File: src/rtl/redux_sequencer_if.sv
// Memory-side handshake bundle for the redux sequencer: instruction fetch and data access req/ack.
interface redux_sequencer_if;
    logic imem_req;
    logic imem_ack;
    logic ir_en;
    logic dmem_req;
    logic dmem_we;
    logic dmem_ack;

    modport master (
        output imem_req, ir_en, dmem_req, dmem_we,
        input  imem_ack, dmem_ack
    );

    modport slave (
        input  imem_req, ir_en, dmem_req, dmem_we,
        output imem_ack, dmem_ack
    );
endinterface

File: src/rtl/redux_sequencer.sv
// Multicycle FETCH/DECODE/EXEC/MEM/WB controller for the 8-bit redux datapath.
// Optional single-step input is enabled by defining REDUX_SEQ_STEP_EN.
module redux_sequencer #(
    parameter logic [3:0] HALT_OPCODE = 4'hF,
    parameter int         ACK_TIMEOUT = 15,
    parameter int         CNT_W       = 16
) (
    input  logic             clk,
    input  logic             rst,
    input  logic             run,
`ifdef REDUX_SEQ_STEP_EN
    input  logic             step,
`endif
    input  logic [3:0]       opcode,
    input  logic             ctl_we,
    input  logic             ctl_ld,
    input  logic             ctl_re,
    redux_sequencer_if.master bus,
    output logic             reg_we,
    output logic             pc_en,
    output logic             busy,
    output logic             halted,
    output logic             bus_error,
    output logic [2:0]       state,
    output logic [CNT_W-1:0] retired
);
    localparam logic [2:0] ST_IDLE   = 3'd0;
    localparam logic [2:0] ST_FETCH  = 3'd1;
    localparam logic [2:0] ST_DECODE = 3'd2;
    localparam logic [2:0] ST_EXEC   = 3'd3;
    localparam logic [2:0] ST_MEM    = 3'd4;
    localparam logic [2:0] ST_WB     = 3'd5;
    localparam logic [2:0] ST_HALT   = 3'd6;
    localparam logic [2:0] ST_FAULT  = 3'd7;

    // The wait counter only ever reaches ACK_TIMEOUT-1 before FAULT is taken.
    localparam int                WAIT_W       = (ACK_TIMEOUT > 1) ? $clog2(ACK_TIMEOUT) : 1;
    localparam int                TIMEOUT_LAST = (ACK_TIMEOUT > 0) ? ACK_TIMEOUT - 1 : 0;
    localparam logic [WAIT_W-1:0] WAIT_LAST    = WAIT_W'(TIMEOUT_LAST);
    localparam logic              TIMEOUT_EN   = (ACK_TIMEOUT > 0);

    logic [2:0]        state_reg, state_next;
    logic [WAIT_W-1:0] wait_reg, wait_next;
    logic [CNT_W-1:0]  retired_reg;
    logic              bus_error_reg;
    logic              start_req;
    logic              timeout_hit;

`ifdef REDUX_SEQ_STEP_EN
    assign start_req = run | step;
`else
    assign start_req = run;
`endif

    assign timeout_hit = TIMEOUT_EN && (wait_reg == WAIT_LAST);

    always_comb begin
        state_next = state_reg;
        wait_next  = '0;
        case (state_reg)
            ST_IDLE:   if (start_req) state_next = ST_FETCH;
            ST_FETCH: begin
                // An ack in the final allowed cycle still wins over the timeout.
                if (bus.imem_ack)     state_next = ST_DECODE;
                else if (timeout_hit) state_next = ST_FAULT;
                else                  wait_next  = wait_reg + 1'b1;
            end
            ST_DECODE: state_next = (opcode == HALT_OPCODE) ? ST_HALT : ST_EXEC;
            ST_EXEC:   state_next = (ctl_we | ctl_ld) ? ST_MEM : ST_WB;
            ST_MEM: begin
                if (bus.dmem_ack)     state_next = ST_WB;
                else if (timeout_hit) state_next = ST_FAULT;
                else                  wait_next  = wait_reg + 1'b1;
            end
            ST_WB:     state_next = run ? ST_FETCH : ST_IDLE;
            default:   state_next = state_reg;
        endcase
    end

    always_ff @(posedge clk) begin
        if (rst) begin
            state_reg     <= ST_IDLE;
            wait_reg      <= '0;
            retired_reg   <= '0;
            bus_error_reg <= 1'b0;
        end else begin
            state_reg <= state_next;
            wait_reg  <= wait_next;
            if (state_reg == ST_WB)
                retired_reg <= retired_reg + 1'b1;
            if (state_next == ST_FAULT)
                bus_error_reg <= 1'b1;
        end
    end

    // All strobes decode from the current state, so HALT/FAULT/IDLE force them low.
    assign bus.imem_req = (state_reg == ST_FETCH);
    assign bus.ir_en    = (state_reg == ST_FETCH) & bus.imem_ack;
    assign bus.dmem_req = (state_reg == ST_MEM);
    assign bus.dmem_we  = (state_reg == ST_MEM) & ctl_we;
    assign pc_en        = (state_reg == ST_WB);
    assign reg_we       = (state_reg == ST_WB) & ctl_re;
    assign busy         = (state_reg != ST_IDLE) && (state_reg != ST_HALT) && (state_reg != ST_FAULT);
    assign halted       = (state_reg == ST_HALT);
    assign bus_error    = bus_error_reg;
    assign state        = state_reg;
    assign retired      = retired_reg;
endmodule

File: src/flat_wrapper.sv
// flat-port wrapper written by rule: the top's interface ports become plain ports
module redux_sequencer_flat 
#(
    parameter logic [3:0] HALT_OPCODE = 4'hF,
    parameter int         ACK_TIMEOUT = 15,
    parameter int         CNT_W       = 16
)
  (clk, rst, run, opcode, ctl_we, ctl_ld, ctl_re, reg_we, pc_en, busy, halted, bus_error, state, retired, bus_imem_req, bus_ir_en, bus_dmem_req, bus_dmem_we, bus_imem_ack, bus_dmem_ack);
  redux_sequencer_if bus_i ();
  input  logic clk;
  input  logic rst;
  input  logic run;
  input  logic [3:0] opcode;
  input  logic ctl_we;
  input  logic ctl_ld;
  input  logic ctl_re;
  output logic reg_we;
  output logic pc_en;
  output logic busy;
  output logic halted;
  output logic bus_error;
  output logic [2:0] state;
  output logic [CNT_W-1:0] retired;
  output wire logic [$bits(bus_i.imem_req)-1:0] bus_imem_req;
  output wire logic [$bits(bus_i.ir_en)-1:0] bus_ir_en;
  output wire logic [$bits(bus_i.dmem_req)-1:0] bus_dmem_req;
  output wire logic [$bits(bus_i.dmem_we)-1:0] bus_dmem_we;
  input wire logic [$bits(bus_i.imem_ack)-1:0] bus_imem_ack;
  input wire logic [$bits(bus_i.dmem_ack)-1:0] bus_dmem_ack;
  assign bus_imem_req = bus_i.imem_req;
  assign bus_ir_en = bus_i.ir_en;
  assign bus_dmem_req = bus_i.dmem_req;
  assign bus_dmem_we = bus_i.dmem_we;
  assign bus_i.imem_ack = bus_imem_ack;
  assign bus_i.dmem_ack = bus_dmem_ack;
  redux_sequencer #(.HALT_OPCODE(HALT_OPCODE), .ACK_TIMEOUT(ACK_TIMEOUT), .CNT_W(CNT_W)) u_core (.clk(clk), .rst(rst), .run(run), .opcode(opcode), .ctl_we(ctl_we), .ctl_ld(ctl_ld), .ctl_re(ctl_re), .bus(bus_i), .reg_we(reg_we), .pc_en(pc_en), .busy(busy), .halted(halted), .bus_error(bus_error), .state(state), .retired(retired));
endmodule
File: config.mk
export PLATFORM = sky130hd
export DESIGN_NAME = redux_sequencer_flat
export DESIGN_NICKNAME = d
export VERILOG_FILES = /design/src/rtl/redux_sequencer_if.sv /design/src/rtl/redux_sequencer.sv /design/src/flat_wrapper.sv
export SDC_FILE = /design/constraint.sdc
export NUM_CORES = 1
export LEC_CHECK = 0
export CELL_PAD_IN_SITES_DETAIL_PLACEMENT = 0
export CELL_PAD_IN_SITES_GLOBAL_PLACEMENT = 1
export CORE_MARGIN = 2
export CORE_UTILIZATION = 28
export CTS_BUF_LIST = sky130_fd_sc_hd__clkbuf_16
export CTS_CLUSTER_DIAMETER = 100
export DETAILED_ROUTE_END_ITERATION = 10
export PLACE_DENSITY = 0.74
export SLEW_MARGIN = 25
export SYNTH_ARGS = -nofsm -noshare
export SYNTH_HDL_FRONTEND = slang
export SYNTH_SLANG_ARGS = --single-unit
export TNS_END_PERCENT = 10
File: constraint.sdc
create_clock -name clk -period 2.4 [get_ports clk]
set_input_delay 0.24 -clock clk [delete_from_list [all_inputs] [get_ports clk]]
set_output_delay 0.24 -clock clk [all_outputs]
set_load 0.02 [all_outputs]
==> PnR_summary.wiki, run 1 <==
{| class="wikitable"
! Metric !! Value
|-
| Total nets after synthesis || 165
|-
| RSZ-0062 raised after global routing || false
|-
| Clock Path Buffers || 2
|-
| Synth top area cells || sky130_fd_sc_hd__dfxtp_1, sky130_fd_sc_hd__nor2_1, sky130_fd_sc_hd__xor2_1
|-
| Net load switching power || 0.278 mW
|-
| Total Power || 1.03 mW
|-
| # resized after CTS || 0
|-
| Pre-CTS setup slack || 431 ps
|-
| Top Ports || 40
|-
| Proportion of synthesized chip area in sequential cells || 38.0%
|-
| Type of the worst setup path || flop to output pin
|-
| Worst Hold Class || flop to flop
|-
| Layout overhead on the synthesized area || 38.5%
|-
| Worst Tran Pin Value || 616 ps
|-
| Asr flop ratio synth || 0%
|-
| Family of cells with the greatest summed delay on the critical path || flip-flops
|-
| Maximum number of pins on one net before global-route repair || 20
|-
| Die X-Extent || 71.2 um
|-
| Effective utilization at floorplan || 29.1%
|-
| Worst IR drop on VDD || 0.000416 V
|-
| Area of the core || 4350 um^2
|-
| Max incr delay on CP || 710 ps
|-
| Diodes inserted || 0
|-
| Clock tree sinks || 24
|-
| Clock Root Buffer || sky130_fd_sc_hd__clkbuf_16
|-
| Critical path buffers and inverters || 1
|-
| First-iteration detailed-routing DRC count || 38
|-
| Number of global-route vias before repair || 1017
|-
| Sequential share of power || 44.3%
|-
| Number of standard-cell rows in the floorplan || 24
|-
| Drc violations || 0
|-
| CP cell instances || nand2b_1, nor2_1, and2_1, clkdlybuf4s50_1
|-
| Hold buffers post-CTS || 0
|-
| Number of nets with antenna violations after routing || 0
|-
| Worst-path fanout max || 19
|-
| Total standard cell area after synthesis || 1260 um^2
|-
| Antenna violations before repair || 0
|-
| Sum of negative setup slack || 0 ps
|-
| Result of the run || finished clean
|-
| DR pass1 iterations || 4
|-
| Post-layout min period || 2230 ps
|-
| Final count of hold timing violations || 0
|-
| Startpoint class of the critical path || flop
|-
| Worst hold slack || 472 ps
|-
| Worst relative slew slack || 58.9%
|-
| Final count of negative-setup-slack endpoints || 0
|-
| Count of input and output buffers || 39
|-
| Power share of the combinational group || 21.8%
|-
| Clk_lat worst skew || 250 ps
|-
| Switching Fraction || 27.0%
|-
| Routed via count divided by cell count || 4.96
|-
| Share of Yosys cell area claimed by the top area cell type || 38.0%
|-
| Area post-placement || 1670 um^2
|-
| Utilization after layout || 40.2%
|-
| Power Internal || 0.753 mW
|-
| Power per cell area || 588 nW/um^2
|-
| Flops & latches, synth || 24
|-
| Total length of routed wires || 2.85 mm
|-
| TritonCTS clock tree || yes
|-
| Placed cell count || 233
|-
| Static Leakage || 0.623 nW
|-
| Fmax || 448 MHz
|-
| Post-CTS setup buffers || 0
|-
| Slowest-stage cell, CP || sky130_fd_sc_hd__dfxtp_1
|-
| Number of instances in the synthesized netlist || 150
|-
| Layout filler cell count || 439
|-
| Synth cell types || 41
|-
| Pins Over Slew Limit || 0
|-
| Floorplan die area || 5070 um^2
|-
| Critical path required time || 2160 ps
|-
| Nets || 201
|-
| Most frequent cells in the layout || sky130_fd_sc_hd__clkdlybuf4s50_1, sky130_fd_sc_hd__dfxtp_1, sky130_fd_sc_hd__nor2_1, sky130_fd_sc_hd__nand2_1, sky130_fd_sc_hd__a21oi_1
|-
| Cell Count, Final, Fillers Out || 237
|-
| Ys flop type || sky130_fd_sc_hd__dfxtp_1
|-
| TritonCTS Buffers || 3
|-
| Height of the die || 71.2 um
|-
| Routability cong. || 0.760
|-
| GRT Residual Overflow || 0
|-
| Number of flops mapped to enable cells by yosys || 0
|-
| Total routing resource utilization after global routing || 11.1%
|-
| Area of all placed cells without fillers || 1750 um^2
|-
| Synth warn || 0
|-
| Detailed Place HPWL || 2.18 mm
|-
| Share of layout cells above drive strength 1 || 6.49%
|-
| Min setup slack post-route || 168 ps
|-
| Power share of the clock group || 33.9%
|-
| Commonest non-fill, non-tap cell in the layout || sky130_fd_sc_hd__clkdlybuf4s50_1
|-
| First-pass GRT wire length || 4.64 mm
|-
| Period Utilization, post-route || 93.0%
|-
| Endpoint kind of the worst setup timing path || output pin
|-
| Average instance area after synthesis || 8.43 um^2
|-
| Max-capacitance violation count || 0
|-
| Layout Skew || 4.04 ps
|-
| Signal arrival time at the worst endpoint || 1990 ps
|-
| H-tree depth || 1
|-
| Number of flip-flops under the largest register name || 16
|-
| Routed wirelength normalized by instance count || 12.0 um
|-
| Largest area contributor in the synthesized netlist || sky130_fd_sc_hd__dfxtp_1
|-
| Number of vias in the routed layout || 1176
|-
| Reg clk slew, reported paths || 60 ps
|}
-- final timing paths --
check / startpoint / end / slack [ps] / cells past startpoint
hold reg to reg: u_core.wait_reg[0] / u_core.wait_reg[0] / 470 / 1
setup / recovery: u_core.state[2] / bus_dmem_we / 170 / 4
setup reg to reg: u_core.state[2] / u_core.retired[14] / 470 / 4
hold / removal: u_core.wait_reg[0] / u_core.wait_reg[0] / 470 / 1
-- worst reg2reg max path: cells and delay by family (launching register included) --
kind            cells  cell delay (ps)
flops               1              710
compound gates      1              150
simple gates        3             1020
-- per-layer routing --
metal	track usage [%]	wire (um)	vias up
met3	3.80	131	2
met5	0	0	-
met4	1.89	18	0
met1	14.2	1280	554
li1	-	-	602
met2	18.5	1420	18
-- power by group through the flow --
stage | Sequential [mW] | Combinational (mW) | Clock, mW
after floorplan | 0.451 | 0.146 | 0
after CTS | 0.457 | 0.227 | 0.361
final | 0.457 | 0.225 | 0.349
after global placement | 0.463 | 0.227 | 0
after global routing | 0.462 | 0.243 | 0.382
after detailed placement | 0.466 | 0.226 | 0
-- logic make-up after synthesis --
logic type | synth area share, %
buf+inv | 6.13
flops | 38.0
xor+xnor | 6.92
compound gates | 13.6
simple gates | 32.4
fa+ha+maj | 2.97
-- cell usage after synthesis (2+ instances only) --
cell type,number
sky130_fd_sc_hd__a21oi_1,9
sky130_fd_sc_hd__a31o_2,2
sky130_fd_sc_hd__a31oi_1,2
sky130_fd_sc_hd__and3_1,5
sky130_fd_sc_hd__buf_6,2
sky130_fd_sc_hd__clkbuf_1,3
sky130_fd_sc_hd__dfxtp_1,24
sky130_fd_sc_hd__ha_1,3
sky130_fd_sc_hd__inv_1,6
sky130_fd_sc_hd__nand2_1,9
sky130_fd_sc_hd__nand3_1,8
sky130_fd_sc_hd__nand4_1,4
sky130_fd_sc_hd__nor2_1,20
sky130_fd_sc_hd__nor3_1,4
sky130_fd_sc_hd__nor4b_1,2
sky130_fd_sc_hd__o21ai_0,7
sky130_fd_sc_hd__o31ai_1,3
sky130_fd_sc_hd__or3_1,4
sky130_fd_sc_hd__or4_1,3
sky130_fd_sc_hd__xnor2_1,4
sky130_fd_sc_hd__xor2_1,6
-- cell type report --
class                   count  area, um^2  share of cell area [%]
flip-flops and latches     24         480                    27.4
multi-input cells         111         707                    40.4
inverters                   6        22.5                    1.29
clock buffers               3        75.1                    4.29
well taps                  52        65.1                    3.71
clock inverters             1        3.75                   0.214
repair buffers             40         398                    22.7
Power figures use the tool's default switching activity.
==> run 2, diff against run 1 <==
Settings changed: CORE_MARGIN 2 to unset, CTS_CLUSTER_DIAMETER 100 to 150.
==> PnR_summary.wiki, run 2 (synthesis results as in run 1) <==
{| class="wikitable"
! Metric !! Value
|-
| Result of the run || finished clean
|-
| Slowest-stage cell, CP || sky130_fd_sc_hd__dfxtp_1
|-
| Startpoint of the worst-slack reg-to-reg timing path || u_core.state[2]
|-
| Total Power || 1.04 mW (+0.82%)
|-
| Layout filler cell count || 430 (-2.1%)
|-
| Routability cong. || 0.743 (-2.3%)
|-
| Critical hold path startpoint || u_core.wait_reg[0]
|-
| First-iteration detailed-routing DRC count || 55 (+45%)
|-
| CP cell instances || nand2b_1, nor2_1, and2_1, clkdlybuf4s50_1
|-
| Min setup slack post-route || 176 ps (+7.39 ps)
|-
| Placed cell count || 233 (unchanged)
|-
| Area post-placement || 1670 um^2 (unchanged)
|-
| R2R Setup Slk || 450 ps (-20 ps)
|-
| Number of global-route vias before repair || 1150 (+13%)
|-
| Number of standard-cell rows in the floorplan || 24 (unchanged)
|-
| Multi-input logic area || 707 um^2 (unchanged)
|-
| Number of nets with antenna violations after routing || 0 (unchanged)
|-
| Hold buffers post-CTS || 0 (unchanged)
|-
| Share of layout cells above drive strength 1 || 6.49% (unchanged)
|-
| Worst-path fanout max || 19 (unchanged)
|-
| Critical path required time || 2160 ps (about the same)
|-
| Post-CTS setup buffers || 0 (unchanged)
|-
| Effective utilization at floorplan || 29.1% (unchanged)
|-
| Total routing resource utilization after global routing || 12.5% (+1.3 points)
|-
| Area used by sequential logic in the layout || 480 um^2 (unchanged)
|-
| Max-capacitance violation count || 0 (unchanged)
|-
| Top Ports || 40 (unchanged)
|-
| Power per cell area || 593 nW/um^2 (+0.82%)
|-
| Area of the core || 4350 um^2 (unchanged)
|-
| Endpoint kind of the worst setup timing path || output pin
|-
| Count of input and output buffers || 39 (unchanged)
|-
| Utilization after layout || 40.2% (unchanged)
|-
| Static Leakage || 0.623 nW (unchanged)
|-
| Fmax || 450 MHz (+0.33%)
|-
| Total length of routed wires || 2.80 mm (-1.7%)
|-
| Commonest non-fill, non-tap cell in the layout || sky130_fd_sc_hd__clkdlybuf4s50_1
|-
| Most frequent cells in the layout || sky130_fd_sc_hd__clkdlybuf4s50_1, sky130_fd_sc_hd__dfxtp_1, sky130_fd_sc_hd__nor2_1, sky130_fd_sc_hd__nand2_1, sky130_fd_sc_hd__a21oi_1
|-
| Cell Count, Final, Fillers Out || 237 (unchanged)
|-
| Worst hold slack || 466 ps (-6.55 ps)
|-
| Worst relative slew slack || 57.7% (-1.2 points)
|-
| Height of the die || 69.2 um (-2.8%)
|-
| Max incr delay on CP || 720 ps (about the same)
|-
| Clock tree sinks || 24 (unchanged)
|-
| GRT Residual Overflow || 0 (unchanged)
|-
| Maximum number of pins on one net before global-route repair || 20 (unchanged)
|-
| Family of cells with the greatest summed delay on the critical path || flip-flops
|-
| Layout overhead on the synthesized area || 38.5% (unchanged)
|-
| TritonCTS Buffers || 3 (unchanged)
|-
| WHS Endpoint || u_core.wait_reg[0]
|-
| Signal arrival time at the worst endpoint || 1980 ps (about the same)
|-
| Clk_lat worst skew || 260 ps (about the same)
|-
| Critical path buffers and inverters || 1 (unchanged)
|-
| Clock Path Buffers || 2 (unchanged)
|-
| Floorplan die area || 4790 um^2 (-5.5%)
|-
| Routed via count divided by cell count || 4.97 (+0.26%)
|-
| Pins Over Slew Limit || 0 (unchanged)
|-
| H-tree depth || 1 (unchanged)
|-
| Period Utilization, post-route || 92.7% (-0.31 points)
|-
| DR pass1 iterations || 3 (-1)
|-
| TritonCTS clock tree || yes
|-
| RSZ-0062 raised after global routing || false
|-
| Antenna violations before repair || 0 (unchanged)
|-
| First-pass GRT wire length || 4.90 mm (+5.7%)
|-
| Drc violations || 0 (unchanged)
|-
| Final count of hold timing violations || 0 (unchanged)
|-
| Detailed Place HPWL || 2.14 mm (-1.9%)
|-
| Layout Skew || 10.0 ps (+5.96 ps)
|-
| Area of all placed cells without fillers || 1750 um^2 (unchanged)
|-
| Type of the worst setup path || flop to output pin
|-
| Worst hold path cell count || 1 (unchanged)
|-
| Die X-Extent || 69.2 um (-2.8%)
|-
| # resized after CTS || 0 (unchanged)
|-
| Sum of negative setup slack || 0 ps (unchanged)
|-
| Pre-CTS setup slack || 463 ps (+32.2 ps)
|-
| Endpoint of the lowest-slack register-to-register path || u_core.retired[14]
|-
| Reg clk slew, reported paths || 50 ps (about the same)
|-
| Worst IR drop on VDD || 0.000274 V (-34%)
|-
| Number of vias in the routed layout || 1179 (+0.26%)
|-
| Diodes inserted || 0 (unchanged)
|-
| Routed wirelength normalized by instance count || 11.8 um (-1.7%)
|-
| Clock Root Buffer || sky130_fd_sc_hd__clkbuf_16
|-
| Worst reg2reg path depth || 4 (unchanged)
|-
| Nets || 201 (unchanged)
|-
| Post-layout min period || 2220 ps (-7.39 ps)
|-
| Worst Hold Class || flop to flop
|-
| Number of flip-flops under the largest register name || 16 (unchanged)
|-
| Worst Tran Pin Value || 634 ps (+17.9 ps)
|-
| Startpoint class of the critical path || flop
|-
| Final count of negative-setup-slack endpoints || 0 (unchanged)
|}
## run 2: cell type report
| class | instances | share of cell area [%] |
|---|---|---|
| Tap cell | 52 | 3.71 |
| Multi-Input combinational cell | 111 | 40.4 |
| Clock buffer | 3 | 4.29 |
| Sequential cell | 24 | 27.4 |
| Inverter | 6 | 1.29 |
| Timing Repair Buffer | 40 | 22.7 |
| Clock inverter | 1 | 0.214 |
## run 2: worst max path at each step
stage	from	slack (ps)	endpoint	cells past startpoint
after global routing	u_core.state[2]	60	bus_dmem_we	4
after floorplan	u_core.retired[2]	680	u_core.retired[15]	6
after detailed placement	u_core.state[2]	460	bus_dmem_we	4
after CTS	u_core.state[2]	180	bus_dmem_we	4
after global placement	u_core.state[2]	500	bus_dmem_we	4
final	u_core.state[2]	180	bus_dmem_we	4
## run 2: report_power, final
group | total, mW | switching [mW] | internal [mW]
Combinational | 0.224 | 0.106 | 0.118
Sequential | 0.458 | 0.0458 | 0.412
Clock | 0.357 | 0.135 | 0.222
Total | 1.04 | 0.286 | 0.753
## run 2: layer usage
layer	track usage (%)	vias to the layer above	wire, um
met5	0	-	0
met1	14.7	551	1310
met2	21.3	17	1360
met3	4.07	2	107
li1	-	609	-
met4	3.85	0	18
